--- src/rtl/fifo_rr_drain_arb.sv ---
// Round-robin drain arbiter for N show-ahead FIFOs feeding one registered
// valid/ready output stage. A grant can be held for up to BURST words.
module fifo_rr_drain_arb #(
  parameter int N     = 4,
  parameter int WIDTH = 31,
  parameter int BURST = 4,
  parameter int SRC_W = $clog2(N)
) (
  input  logic               clk,
  input  logic               rst,
  input  logic [N-1:0]       in_empty,
  input  logic [N*WIDTH-1:0] in_data,
  output logic [N-1:0]       in_rd_en,
  input  logic [N-1:0]       req_mask,
  output logic               out_valid,
  output logic [WIDTH-1:0]   out_data,
  output logic [SRC_W-1:0]   out_src,
  input  logic               out_ready,
  output logic               busy
);
  localparam int                 CNT_W     = $clog2(BURST + 1);
  localparam logic [CNT_W-1:0]   BURST_MAX = CNT_W'(BURST);
  localparam logic [SRC_W-1:0]   LAST_IDX  = SRC_W'(N - 1);
  localparam logic [SRC_W:0]     N_EXT     = (SRC_W + 1)'(N);
  localparam logic [N-1:0]       ONE_HOT   = N'(1);

  typedef enum logic [0:0] {
    IDLE = 1'b0,
    LOCK = 1'b1
  } state_t;

  state_t             state_r;
  logic [SRC_W-1:0]   rr_ptr_r;
  logic [SRC_W-1:0]   owner_r;
  logic [CNT_W-1:0]   burst_cnt_r;

  logic [N-1:0]       eligible_s;
  logic               can_load_s;
  logic               keep_owner_s;
  logic               scan_hit_s;
  logic [SRC_W-1:0]   scan_idx_s;
  logic [SRC_W:0]     sum_s;
  logic [SRC_W-1:0]   cand_s;
  logic [SRC_W-1:0]   grant_s;
  logic               grant_valid_s;
  logic               pop_s;
  logic               continued_s;
  logic [WIDTH-1:0]   head_s;

  // Grant selection: keep a live burst owner, otherwise first eligible FIFO from rr_ptr
  always_comb begin
    eligible_s   = req_mask & ~in_empty;
    can_load_s   = ~out_valid | out_ready;
    keep_owner_s = (state_r == LOCK) && eligible_s[owner_r] && (burst_cnt_r < BURST_MAX);
    scan_hit_s   = 1'b0;
    scan_idx_s   = {SRC_W{1'b0}};
    sum_s        = {(SRC_W + 1){1'b0}};
    cand_s       = {SRC_W{1'b0}};
    // Scan from the far end so the candidate nearest rr_ptr is written last and wins
    for (int k = N - 1; k >= 0; k--) begin
      sum_s      = {1'b0, rr_ptr_r} + (SRC_W + 1)'(k);
      cand_s     = (sum_s >= N_EXT) ? SRC_W'(sum_s - N_EXT) : SRC_W'(sum_s);
      scan_hit_s = scan_hit_s | eligible_s[cand_s];
      scan_idx_s = eligible_s[cand_s] ? cand_s : scan_idx_s;
    end
    grant_s       = keep_owner_s ? owner_r : scan_idx_s;
    grant_valid_s = keep_owner_s | scan_hit_s;
    pop_s         = can_load_s & grant_valid_s & ~rst;
    continued_s   = (state_r == LOCK) && (grant_s == owner_r);
    head_s        = in_data[grant_s*WIDTH +: WIDTH];
  end

  assign in_rd_en = pop_s ? (ONE_HOT << grant_s) : {N{1'b0}};
  assign busy     = (state_r == LOCK);

  // Output register, ownership and burst accounting
  always_ff @(posedge clk or posedge rst) begin
    if (rst) begin
      state_r     <= IDLE;
      rr_ptr_r    <= {SRC_W{1'b0}};
      owner_r     <= {SRC_W{1'b0}};
      burst_cnt_r <= {CNT_W{1'b0}};
      out_valid   <= 1'b0;
      out_data    <= {WIDTH{1'b0}};
      out_src     <= {SRC_W{1'b0}};
    end else if (pop_s) begin
      out_valid <= 1'b1;
      out_data  <= head_s;
      out_src   <= grant_s;
      if (continued_s) begin
        burst_cnt_r <= (burst_cnt_r == BURST_MAX) ? burst_cnt_r : burst_cnt_r + CNT_W'(1);
      end else begin
        state_r     <= LOCK;
        owner_r     <= grant_s;
        burst_cnt_r <= CNT_W'(1);
        rr_ptr_r    <= (grant_s == LAST_IDX) ? {SRC_W{1'b0}} : grant_s + SRC_W'(1);
      end
    end else begin
      if (out_ready) begin
        out_valid <= 1'b0;
      end else begin
        out_valid <= out_valid;
      end
      // With room to load but nothing to grant, the burst is over
      if (can_load_s) begin
        state_r <= IDLE;
      end else begin
        state_r <= state_r;
      end
    end
  end

endmodule
--- config.mk ---
export PLATFORM = sky130hd
export DESIGN_NAME = fifo_rr_drain_arb
export DESIGN_NICKNAME = d
export VERILOG_FILES = /design/src/rtl/fifo_rr_drain_arb.sv
export SDC_FILE = /design/constraint.sdc
export NUM_CORES = 1
export LEC_CHECK = 0
export CAP_MARGIN = 30
export CORE_MARGIN = 4
export CORE_UTILIZATION = 40
export DETAILED_ROUTE_END_ITERATION = 7
export MAX_ROUTING_LAYER = met4
export PLACE_DENSITY = 0.87
export SLEW_MARGIN = 25
export SYNTH_ARGS = -nofsm -noshare
export SYNTH_HDL_FRONTEND = slang
export SYNTH_SLANG_ARGS = --single-unit
--- constraint.sdc ---
create_clock -name clk -period 3.05 [get_ports clk]
set_clock_uncertainty 0.05 [all_clocks]
set_input_delay 0.305 -clock clk [delete_from_list [all_inputs] [get_ports clk]]
set_output_delay 0.305 -clock clk [all_outputs]
set_load 0.01 [all_outputs]
==> results of run 1 <==
[final timing paths]
kind,slack [ns],from,end
hold / removal,0.44,out_src[1]$_DFFE_PP0P_,out_src[1]$_DFFE_PP0P_
max in group asynchronous,2.07,rst,owner_r[0]$_DFFE_PP0P_
min in group asynchronous,0.48,rst,rr_ptr_r[1]$_DFFE_PP0P_
hold reg to reg,0.44,out_src[1]$_DFFE_PP0P_,out_src[1]$_DFFE_PP0P_
setup reg to reg,0.38,owner_r[0]$_DFFE_PP0P_,out_data[18]$_DFFE_PP0P_
setup / recovery,0.04,in_empty[3],in_rd_en[0]
[repair_timing]
action                                  CTS  global route
buffers inserted                          0             0
resized for setup                         0            11
endpoints found under the setup margin    1             4
pin swaps                                 0             2
[through the flow]
stage / std cells / setup WS (ns) / utilization / hold WS [ns] / TNS, ns
after floorplan: 308 / 0.4662 / - / 0.4122 / 0
final: 574 / 0.04091 / 0.6641 / 0.4379 / 0
after detailed placement: 566 / -0.0006664 / 0.6414 / 0.4217 / -0.0006664
after CTS: 574 / -0.008887 / 0.6598 / 0.4426 / -0.008887
after global placement: 566 / 0.03921 / 0.6414 / 0.4218 / 0
after global routing: 574 / -0.04820 / 0.6641 / 0.4654 / -0.04820
[synth_stat cells, drive strengths merged]
| cell type | instances |
|---|---|
| mux2 | 2 |
| or2 | 1 |
| nor2 | 5 |
| buf | 23 |
| o22ai | 2 |
| a311oi | 1 |
| nand2 | 7 |
| a41oi | 32 |
| nor3 | 4 |
| o21ai | 4 |
| and2 | 35 |
| clkbuf | 7 |
| or4bb | 1 |
| a21o | 1 |
| a21oi | 4 |
| o21a | 1 |
| nor2b | 4 |
| o211ai | 33 |
| nand3 | 33 |
| and2b | 2 |
| dfrtp | 42 |
| or4b | 1 |
| nor3b | 2 |
| o41ai | 1 |
| a211oi | 1 |
| nand3b | 1 |
| or3 | 1 |
| o22a | 1 |
| a22oi | 1 |
| o31ai | 2 |
| inv | 7 |
| ha | 6 |
| or3b | 2 |
| mux2i | 32 |
| nand2b | 4 |
| o221a | 1 |
| o31a | 1 |
[area by class of cell]
type,instances,area (sq um)
Fill cell,631,2609
Multi-Input combinational cell,229,1971
Timing Repair Buffer,186,1839
Sequential cell,42,1052
Tap cell,102,127.6
Clock buffer,6,82.58
Clock inverter,2,60.06
Inverter,7,26.28
[power breakdown]
part	internal, mW	switching [mW]
Sequential	0.810	0.168
Clock	0.349	0.200
Combinational	1.08	0.947
Total	2.24	1.31
[registers in the layout (all words and copies together), names as in the netlist]
signal and flops:
out_data 31, busy 1, burst_cnt_r 3, out_valid 1, rr_ptr_r 2, owner_r 2, out_src 2
[critical path, stage by stage]
cell and delay, ns:
clkdlybuf4s50_1 0.39, and2b_4 0.30, o21ai_2 0.11, or3_4 0.42, a22oi_2 0.26, ha_1 0.21, and2_1 0.12, clkdlybuf4s50_1 0.53
[metal layers]
metal | vias to the layer above | global-route usage | share of wire
li1 | 1508 | - | -
met1 | 1535 | 0.2571 | 0.39
met2 | 124 | 0.3943 | 0.53
met3 | 15 | 0.02728 | 0.055
met4 | 0 | 0.05325 | 0.019
met5 | - | - | 0
[layout by cell type (no fill, tap or decap), types with 6 or more instances in the layout]
master / netlist / final
dfrtp_1: 42 / 41
a41oi_1: 7 / 7
nand2_1: 7 / 7
nand3_1: 33 / 33
a41oi_2: 25 / 25
clkdlybuf4s50_1: 0 / 169
ha_1: 6 / 6
mux2i_1: 32 / 32
clkbuf_8: 0 / 6
and2_1: 35 / 35
buf_4: 3 / 13
o211ai_1: 32 / 32
[logic make-up after synthesis]
kind of cell / count (synthesis) / share of synthesized area
AOI/OAI and AO/OA: 86 / 0.2784
adders and majority gates: 6 / 0.02333
buffers and inverters: 37 / 0.07465
and+or+nand+nor: 103 / 0.1882
DFF: 42 / 0.3266
muxes: 34 / 0.1089
==> results.md, run 1 <==
- Synth top area share: 0.3266
- Initial antenna violation count: 0
- Row Count: 32
- Final Cell Area: roughly 0.0052 sq mm
- Worst-skew pair later-pin latency: approximately 0.29 ns
- Worst hold-check path type: reg2reg
- Largest net degree at the start of global routing: between 40 and 50
- Top post-synthesis cells by area: dfrtp_1 (33%), a41oi_2 (13%), mux2i_1 (10%)
- Cell taking the most area after synthesis: dfrtp_1
- Hold path cells: 2
- Buffers on Ports: 173
- Final wirelength: 10490 um
- Residual DRC: 0
- Pwr Density: 689.5 mW/mm^2
- Arrival time at the worst endpoint: about 2.7 ns
- Initial Utilization: 0.4143
- Status: finished, final reports clean
- Io pins: 174
- Post-Syn Instances: 308
- Critical Path Fanout Max: 5
- Total power: about 3.6 mW
- Hold buffers post-CTS: 0
- Core area: 0.007767 sq mm
- Reg clk slew, reported paths: 0.08 ns
- Syn nets: 449
- Die H: approximately 98 um
- CTS sink cnt: 42
- Worst slew pin tran: ~0.70 ns
- Leak: about 2.0 nW
- HPWL after DPL: between 7000 and 8000 um
- Post-synthesis sequential area ratio: 0.3266
- Tot GR Track Use: 0.2183
- Worst vdd ir: a little under 0.3 mV
- Setup Viol. Count Final: 0
- CP Capture Type: output port
- Initial DRC count: about 100
- RSZ-0062 raised after global routing: yes
- Type of origin of the critical path: input pin
- Synth unique cells: between 40 and 50
- Num CTS Buffers: 5
- Grt total ovfl: 0
- Period utilization: 0.9866
- Syn Std Cell Area: about 0.0032 sq mm
- Gp weighted congestion: 0.8125
- First-pass GRT wire length: between 15000 and 20000 um
- Layout Nets: 612
- Drt first pass iters: 5
- Die width: approximately 98 um
- Fmax: approximately 330 MHz
- Vias in the first global route: 3380
- Syn. warnings: 0
- Max-slew violations: 0
- Die area: around 0.0095 sq mm
- Slew HR: 0.5319
- Seq cells post-synth: between 40 and 50
- Clk root buf: clkbuf_8
- CTS tree: built
- FF-to-FF path depth: 9
- Crit path required time: ~2.7 ns
- CP Class: in2out
- Clock Tree Buf Depth: 2
- DP Area: 0.004982 sq mm
- Diodes inserted: 0
- Area growth syn-to-layout: 60.30%
- Via count: around 3200
- Final antenna-violating net count: 0
- Vias per std cell: between 5 and 6
- Avg Cell Area, Syn: 10.45 sq um
- Final Hold Fails: 0
- Avg WL per Cell: ~18 um
- Total of max-cap violations: 0
- Htree depth: 2
- Tmin final: ~3 ns
- Share of post-route cells with drive strength above 1: 0.1462
Note: power is estimated with default switching activity, not from simulation.
==> run 2, diff against run 1 <==
Settings changed: ABC_CLOCK_PERIOD_IN_PS set to 3050, CTS_CLUSTER_SIZE set to 14, SKIP_LAST_GASP set to 1.
==> run 2 against run 1 <==
Net effect: core utilization is the same; non-clock buffer count did not move; worst hold slack did not move; largest cell class unchanged; routed wire length did not move; power about the same; critical path depth is 1 higher; sequential share of layout area is the same; sequential cell count unchanged; via count stayed put; largest power group unchanged.
==> results.md, run 2 (synthesis results as in run 1) <==
- Period utilization: 0.9900
- Share of post-route cells with drive strength above 1: 0.1441
- Reg2Reg Setup Slack: between 0.3 and 0.4 ns
- Buffers on Ports: between 150 and 200
- Hold path cells: 2
- Worst-path cell chain: clkdlybuf4s50_1 -> or3b_1 -> a21oi_2 -> or2_4 -> o22ai_4 -> inv_1 -> ha_1 -> and2_1 -> clkdlybuf4s50_1
- CP Class: in2out
- Fmax: approximately 330 MHz
- Avg WL per Cell: about 18 um
- Hold Path Origin: out_src[1]$_DFFE_PP0P_
- Final Hold Fails: 0
- Pwr Density: 689.3 mW/mm^2
- RSZ-0062 raised after global routing: yes
- Max stage delay cell, worst path: clkdlybuf4s50_1
- Vias in the first global route: approximately 3400
- Io pins: about 170
- Final design utilization: 0.6641
- Total of max-cap violations: 0
- HPWL after DPL: a little under 8000 um
- Via count: 3182
- Num CTS Buffers: 5
- Initial DRC count: ~100
- Tmin final: around 3.0 ns
- Fin worst setup slack: slightly above 0.03 ns
- Clock Tree Buf Depth: 2
- Worst hold-check path type: reg2reg
- Worst vdd ir: 0.2969 mV
- Max reg flops: 31
- Die H: between 90 and 100 um
- Vias per std cell: 5.544
- GRT met3 Usage: 0.02728
- Most used routing layer: met2
- Final antenna-violating net count: 0
- Initial Utilization: 0.4143
- Worst R2R Start: owner_r[0]$_DFFE_PP0P_
- Biggest regs: out_data (31), burst_cnt_r (3)
- CTS sink cnt: 42
- Drt first pass iters: 5
- Worst Hold End: out_src[1]$_DFFE_PP0P_
- Reg2reg end: out_data[18]$_DFFE_PP0P_
- Area occupied by multi-input gates: approximately 0.0020 sq mm
- Layout Nets: roughly 600
- Crit path required time: about 2.7 ns
- M2 GR Usage: 0.3943
- Residual DRC: 0
- Grt total ovfl: 0
- Max-slew violations: 0
- Register area: roughly 0.0011 sq mm
- Post-place setup slack: -0.0006664 ns
- Critical Path Fanout Max: 5
- Arrival time at the worst endpoint: ~2.7 ns
- Die area: ~0.0095 sq mm
- Htree depth: 2
- Worst-skew pair later-pin latency: just under 0.3 ns
- Tot GR Track Use: 0.2183
- Reg clk slew, reported paths: 0.08 ns
- Worst slew pin tran: about 0.70 ns
- Type of origin of the critical path: input pin
- Diodes inserted: 0
- Status: finished, final reports clean
- Most flops, register: out_data
- Core area: around 0.0078 sq mm
- M1 GR Usage: 0.2571
- # fillers: approximately 630
- Setup Viol. Count Final: 0
- CTS tree: built
- First-pass GRT wire length: roughly 17000 um
- Clk root buf: clkbuf_8
- Area growth syn-to-layout: 60.30%
- Critical path's most frequent cell: clkdlybuf4s50_1
- Initial antenna violation count: 0
- Hold buffers post-CTS: 0
- Leak: a little under 2 nW
- Slew HR: 0.5319
- Row Count: 32
- Die width: between 90 and 100 um
- Largest net degree at the start of global routing: 43
- Final wirelength: between 10000 and 15000 um
- Most frequent cells in the layout: clkdlybuf4s50_1 (169), dfrtp_1 (41), and2_1 (35), nand3_1 (33)
- FF-to-FF path depth: 9
- CP Capture Type: output port
- Commonest non-fill, non-tap cell in the layout: clkdlybuf4s50_1
- Crit path largest cell delay: between 0.5 and 0.6 ns
- Gp weighted congestion: slightly above 0.8
## run 2: cell count changes in the layout (fill, tap and decap cells not counted)
cell and delta:
inv_1 +1, inv_2 -1
## run 2: power by group
group          internal [mW]  switching, mW
Sequential             0.810          0.168
Clock                  0.349          0.200
Combinational           1.08          0.946
Total                   2.24           1.31
## run 2: worst max-delay path by stage
stage	start	cells past startpoint	end
2_1_floorplan	rst	6	in_rd_en[0]
3_3_place_gp	in_empty[0]	9	in_rd_en[3]
3_5_place_dp	req_mask[2]	9	in_rd_en[0]
4_1_cts	req_mask[2]	9	in_rd_en[0]
5_1_grt	in_empty[0]	9	in_rd_en[0]
6_report	req_mask[2]	9	in_rd_en[0]
## run 2: per-stage QoR
step	power, mW	TNS, ns	instances	hold slack (ns)	area, sq um
finish	3.556	0	574	0.4379	5159
global route	3.781	-0.06828	574	0.4654	5159
CTS	3.580	-0.008887	574	0.4426	5125
detailed placement	3.014	-0.0006664	566	0.4217	4982
global placement	2.945	0	566	0.4218	4982
floorplan	2.190	0	308	0.4122	3218
## run 2: layer usage
metal,share of wire,wire length [um]
met1,0.39,4105
met2,0.53,5605
met5,0,0
met3,0.055,578
met4,0.019,199
## run 2: what timing repair did
item	CTS	global route
buffers inserted	0	0
setup endpoints to repair	1	4
gates resized for setup	0	10
pin swaps	0	2
## run 2: layout make-up
class	count	share of cell area
inverters	7	0.005093
clock buffers	6	0.01601
clock inverters	2	0.01164
flip-flops and latches	42	0.2040
well taps	102	0.02474
multi-input cells	229	0.3820
repair buffers	186	0.3565
## run 2: critical path: cells and delay by family
kind / cells / cell delay [ns]
and+or+nand+nor: 3 / 0.70
AOI/OAI and AO/OA: 2 / 0.31
adders and majority gates: 1 / 0.17
buffers and inverters: 3 / 1.17
==> run 3, diff against run 2 <==
Settings changed: ABC_AREA set to 1, CORE_UTILIZATION 40 to 42, CTS_CLUSTER_DIAMETER set to 200.
==> run 3 against run 2 <==
Net effect: combinational power is 83% higher; worst setup slack better by 0.30 ns; core utilization is 0.40 points lower; first-iteration DRC count is 79% higher; critical path type is now in2reg; via count is 30% higher; clock-buffer cell count is 1 higher; die area is 6.5% higher.
==> results.md, run 3 <==
- Period utilization: 0.8907
- Buffers on Ports: 173
- Max-slew violations: 0
- Syn. warnings: 0
- Combinational family with the most area after synthesis: simple AND/OR/NAND/NOR gates
- Setup TNS Final: 0 ns
- Crit path buf inv count: 4
- Critical path's most frequent cell: nand2_1
- CTS sink cnt: 42
- Worst vdd ir: 0.5311 mV
- First-pass GRT wire length: 18370 um
- Ys async rst share: 1.000
- Die width: 100.8 um
- Die H: 100.8 um
- Crit path required time: ~3.2 ns
- Gates resized, CTS repair: 0
- Simple-gate portion of the synthesized area: 0.5259
- Biggest regs: out_data (31), burst_cnt_r (3)
- Die area: 0.01016 sq mm
- Diodes inserted: 0
- Clock Tree Buf Depth: 2
- Post-synth EDFFs: 0
- Post-Synth Adder-Cell Area: 0.02075
- Most flops, register: out_data
- Leak: between 2 and 3 nW
- Worst-skew pair later-pin latency: roughly 0.28 ns
- Setup Viol. Count Final: 0
- Via count: roughly 4100
- Post-synthesis sequential area ratio: 0.2905
- Final Hold Fails: 0
- CP Capture Type: flip-flop
- Drt first pass iters: 7
- Finished Layout Cells: about 840
- Avg Cell Area, Syn: roughly 6.2 sq um
- Tmin final: 2.717 ns
- Crit-path leading delay family: simple AND/OR/NAND/NOR gates
- Num CTS Buffers: 5
- HPWL after DPL: 8764 um
- Clk root buf: clkbuf_8
- CP Class: in2reg
- Initial antenna violation count: 0
- Vias per std cell: ~4.9
- Syn Std Cell Area: roughly 0.0036 sq mm
- RSZ-0062 raised after global routing: no
- Arrival time at the worst endpoint: approximately 2.8 ns
- Max stage delay cell, worst path: buf_4
- Pwr Density: 925.3 mW/mm^2
- Grt total ovfl: 0
- Final antenna-violating net count: 0
- # placed instances: 836
- Hold buffers post-CTS: 0
- Post-CTS Setup Bufs: 0
- Most frequent cells in the layout: nand2_1 (238), clkdlybuf4s50_1 (169), inv_1 (85), nand3_1 (78), nand3b_1 (62)
- Htree depth: 2
- Avg WL per Cell: between 10 and 15 um
- Initial Utilization: 0.4360
- Final wirelength: roughly 11000 um
- Crit path largest cell delay: about 0.50 ns
- Fin worst setup slack: approximately 0.33 ns
- Cell taking the most area after synthesis: dfrtp_1
- Synth unique cells: 24
- Total of max-cap violations: 0
- Worst-path cell chain: clkdlybuf4s50_1 -> inv_1 -> nor2_1 -> nand2_1 -> nand2_1 -> nand2_1 -> nand2_1 -> nand2_2 -> nand2_1 -> nand2_2 -> nand3_4 -> buf_4 -> nand3_1 -> nand2_1 -> inv_1 -> nand2_1 -> nand2_1 -> nand2_1 -> nand2_1
- Vias in the first global route: slightly above 4000
- Io pins: 174
- Synth top area share: 0.2905
- Worst slew pin tran: between 0.6 and 0.7 ns
- Seq cells post-synth: between 40 and 50
- Tot GR Track Use: 0.2297
- Row Count: 33
- Gp weighted congestion: around 0.84
- Post-Syn Instances: roughly 600
- Top post-synthesis cells by area: dfrtp_1 (29%), nand2_1 (25%), nand3b_1 (13%)
- Hold WS: approximately 0.26 ns
- Max reg flops: 31
- CTS tree: built
- Compound-Gate Fraction of Synth Area: 0.007953
- Share of post-route cells with drive strength above 1: 0.04601
- Residual DRC: 0
- Post-synthesis xor/xnor area fraction: 0.007261
- Status: finished, final reports clean
- Count leader, synth: nand2_1
- Type of origin of the critical path: input pin
- Commonest non-fill, non-tap cell in the layout: nand2_1
- Area growth syn-to-layout: 51.42%
- Core area: 0.008299 sq mm
- Critical Path Fanout Max: 63
- # fillers: approximately 740
- Syn nets: 725
- Ys flop type: dfrtp_1
- Initial DRC count: about 180
- Post-synthesis mux area share: 0
- Worst hold-check path type: in2async
- Fmax: approximately 370 MHz
- Post-synth top cells: nand2_1 (238), inv_1 (87), nand3_1 (78)
- Layout Nets: 880
- Slew HR: 0.5725
- Post-place setup slack: between 0.02 and 0.025 ns
- Reg clk slew, reported paths: ~0.07 ns
- Largest net degree at the start of global routing: 64
## run 3: cell types whose count changed after synthesis, moves of 6 or more
cell and change:
nand2_1 +231, inv_1 +80, nand3b_1 +61, nand3_1 +45, and2_1 -35, mux2i_1 -32, o211ai_1 -32, a41oi_2 -25
clkbuf_1 +8, a41oi_1 -7, buf_1 +6, nor2_1 +6
## run 3: power breakdown
part / total [mW] / internal (mW) / switching [mW]
Combinational: 3.72 / 1.51 / 2.21
Clock: 0.329 / 0.158 / 0.171
Sequential: 1.02 / 0.823 / 0.194
Total: 5.07 / 2.49 / 2.58
## run 3: area by class of cell
cell class / count / area (sq um) / share of cell area
tap: 105 / 131.4 / 0.02398
multi-input combinational: 415 / 2041 / 0.3725
clock buffer: 7 / 76.32 / 0.01393
sequential: 42 / 1052 / 0.1921
timing repair buffer: 184 / 1837 / 0.3352
inverter: 91 / 341.6 / 0.06234
## run 3: logic make-up (layout without fill, tap and decap cells)
logic type / count (synthesis) / in the layout
flip-flops: 42 / 42
buffers and inverters: 127 / 282
AND/OR/NAND/NOR: 401 / 401
XOR/XNOR: 3 / 3
adder cells (fa/ha/maj): 6 / 6
AO/OA/AOI/OAI: 5 / 5
## run 3: routing by layer
metal	global-route usage	vias up	part of all wire
met3	0.05190	29	0.068
li1	-	2099	-
met2	0.4076	140	0.52
met5	-	-	0
met4	0.07668	0	0.028
met1	0.2526	1862	0.38
## run 3: worst paths after layout
| check | from | endpoint | slack [ns] | depth (start not counted) |
|---|---|---|---|---|
| max | req_mask[0] | rr_ptr_r[0]$_DFFE_PP0P_ | 0.33 | 19 |
| min | rst | out_data[0]$_DFFE_PP0P_ | 0.26 | 2 |
| max reg2reg | rr_ptr_r[0]$_DFFE_PP0P_ | rr_ptr_r[0]$_DFFE_PP0P_ | 0.36 | 17 |
| min reg2reg | out_data[24]$_DFFE_PP0P_ | out_data[24]$_DFFE_PP0P_ | 0.43 | 2 |
| max in group asynchronous | rst | rr_ptr_r[0]$_DFFE_PP0P_ | 2.25 | 3 |
| min in group clk | out_data[24]$_DFFE_PP0P_ | out_data[24]$_DFFE_PP0P_ | 0.43 | 2 |
## run 3: metrics by stage
stage	area, sq um	power, mW	utilization
final	5479	5.070	0.6602
after global routing	5479	5.645	0.6602
after CTS	5448	5.104	0.6564
after detailed placement	5371	4.752	0.6472
after global placement	5371	4.631	0.6472
after floorplan	3618	3.597	-
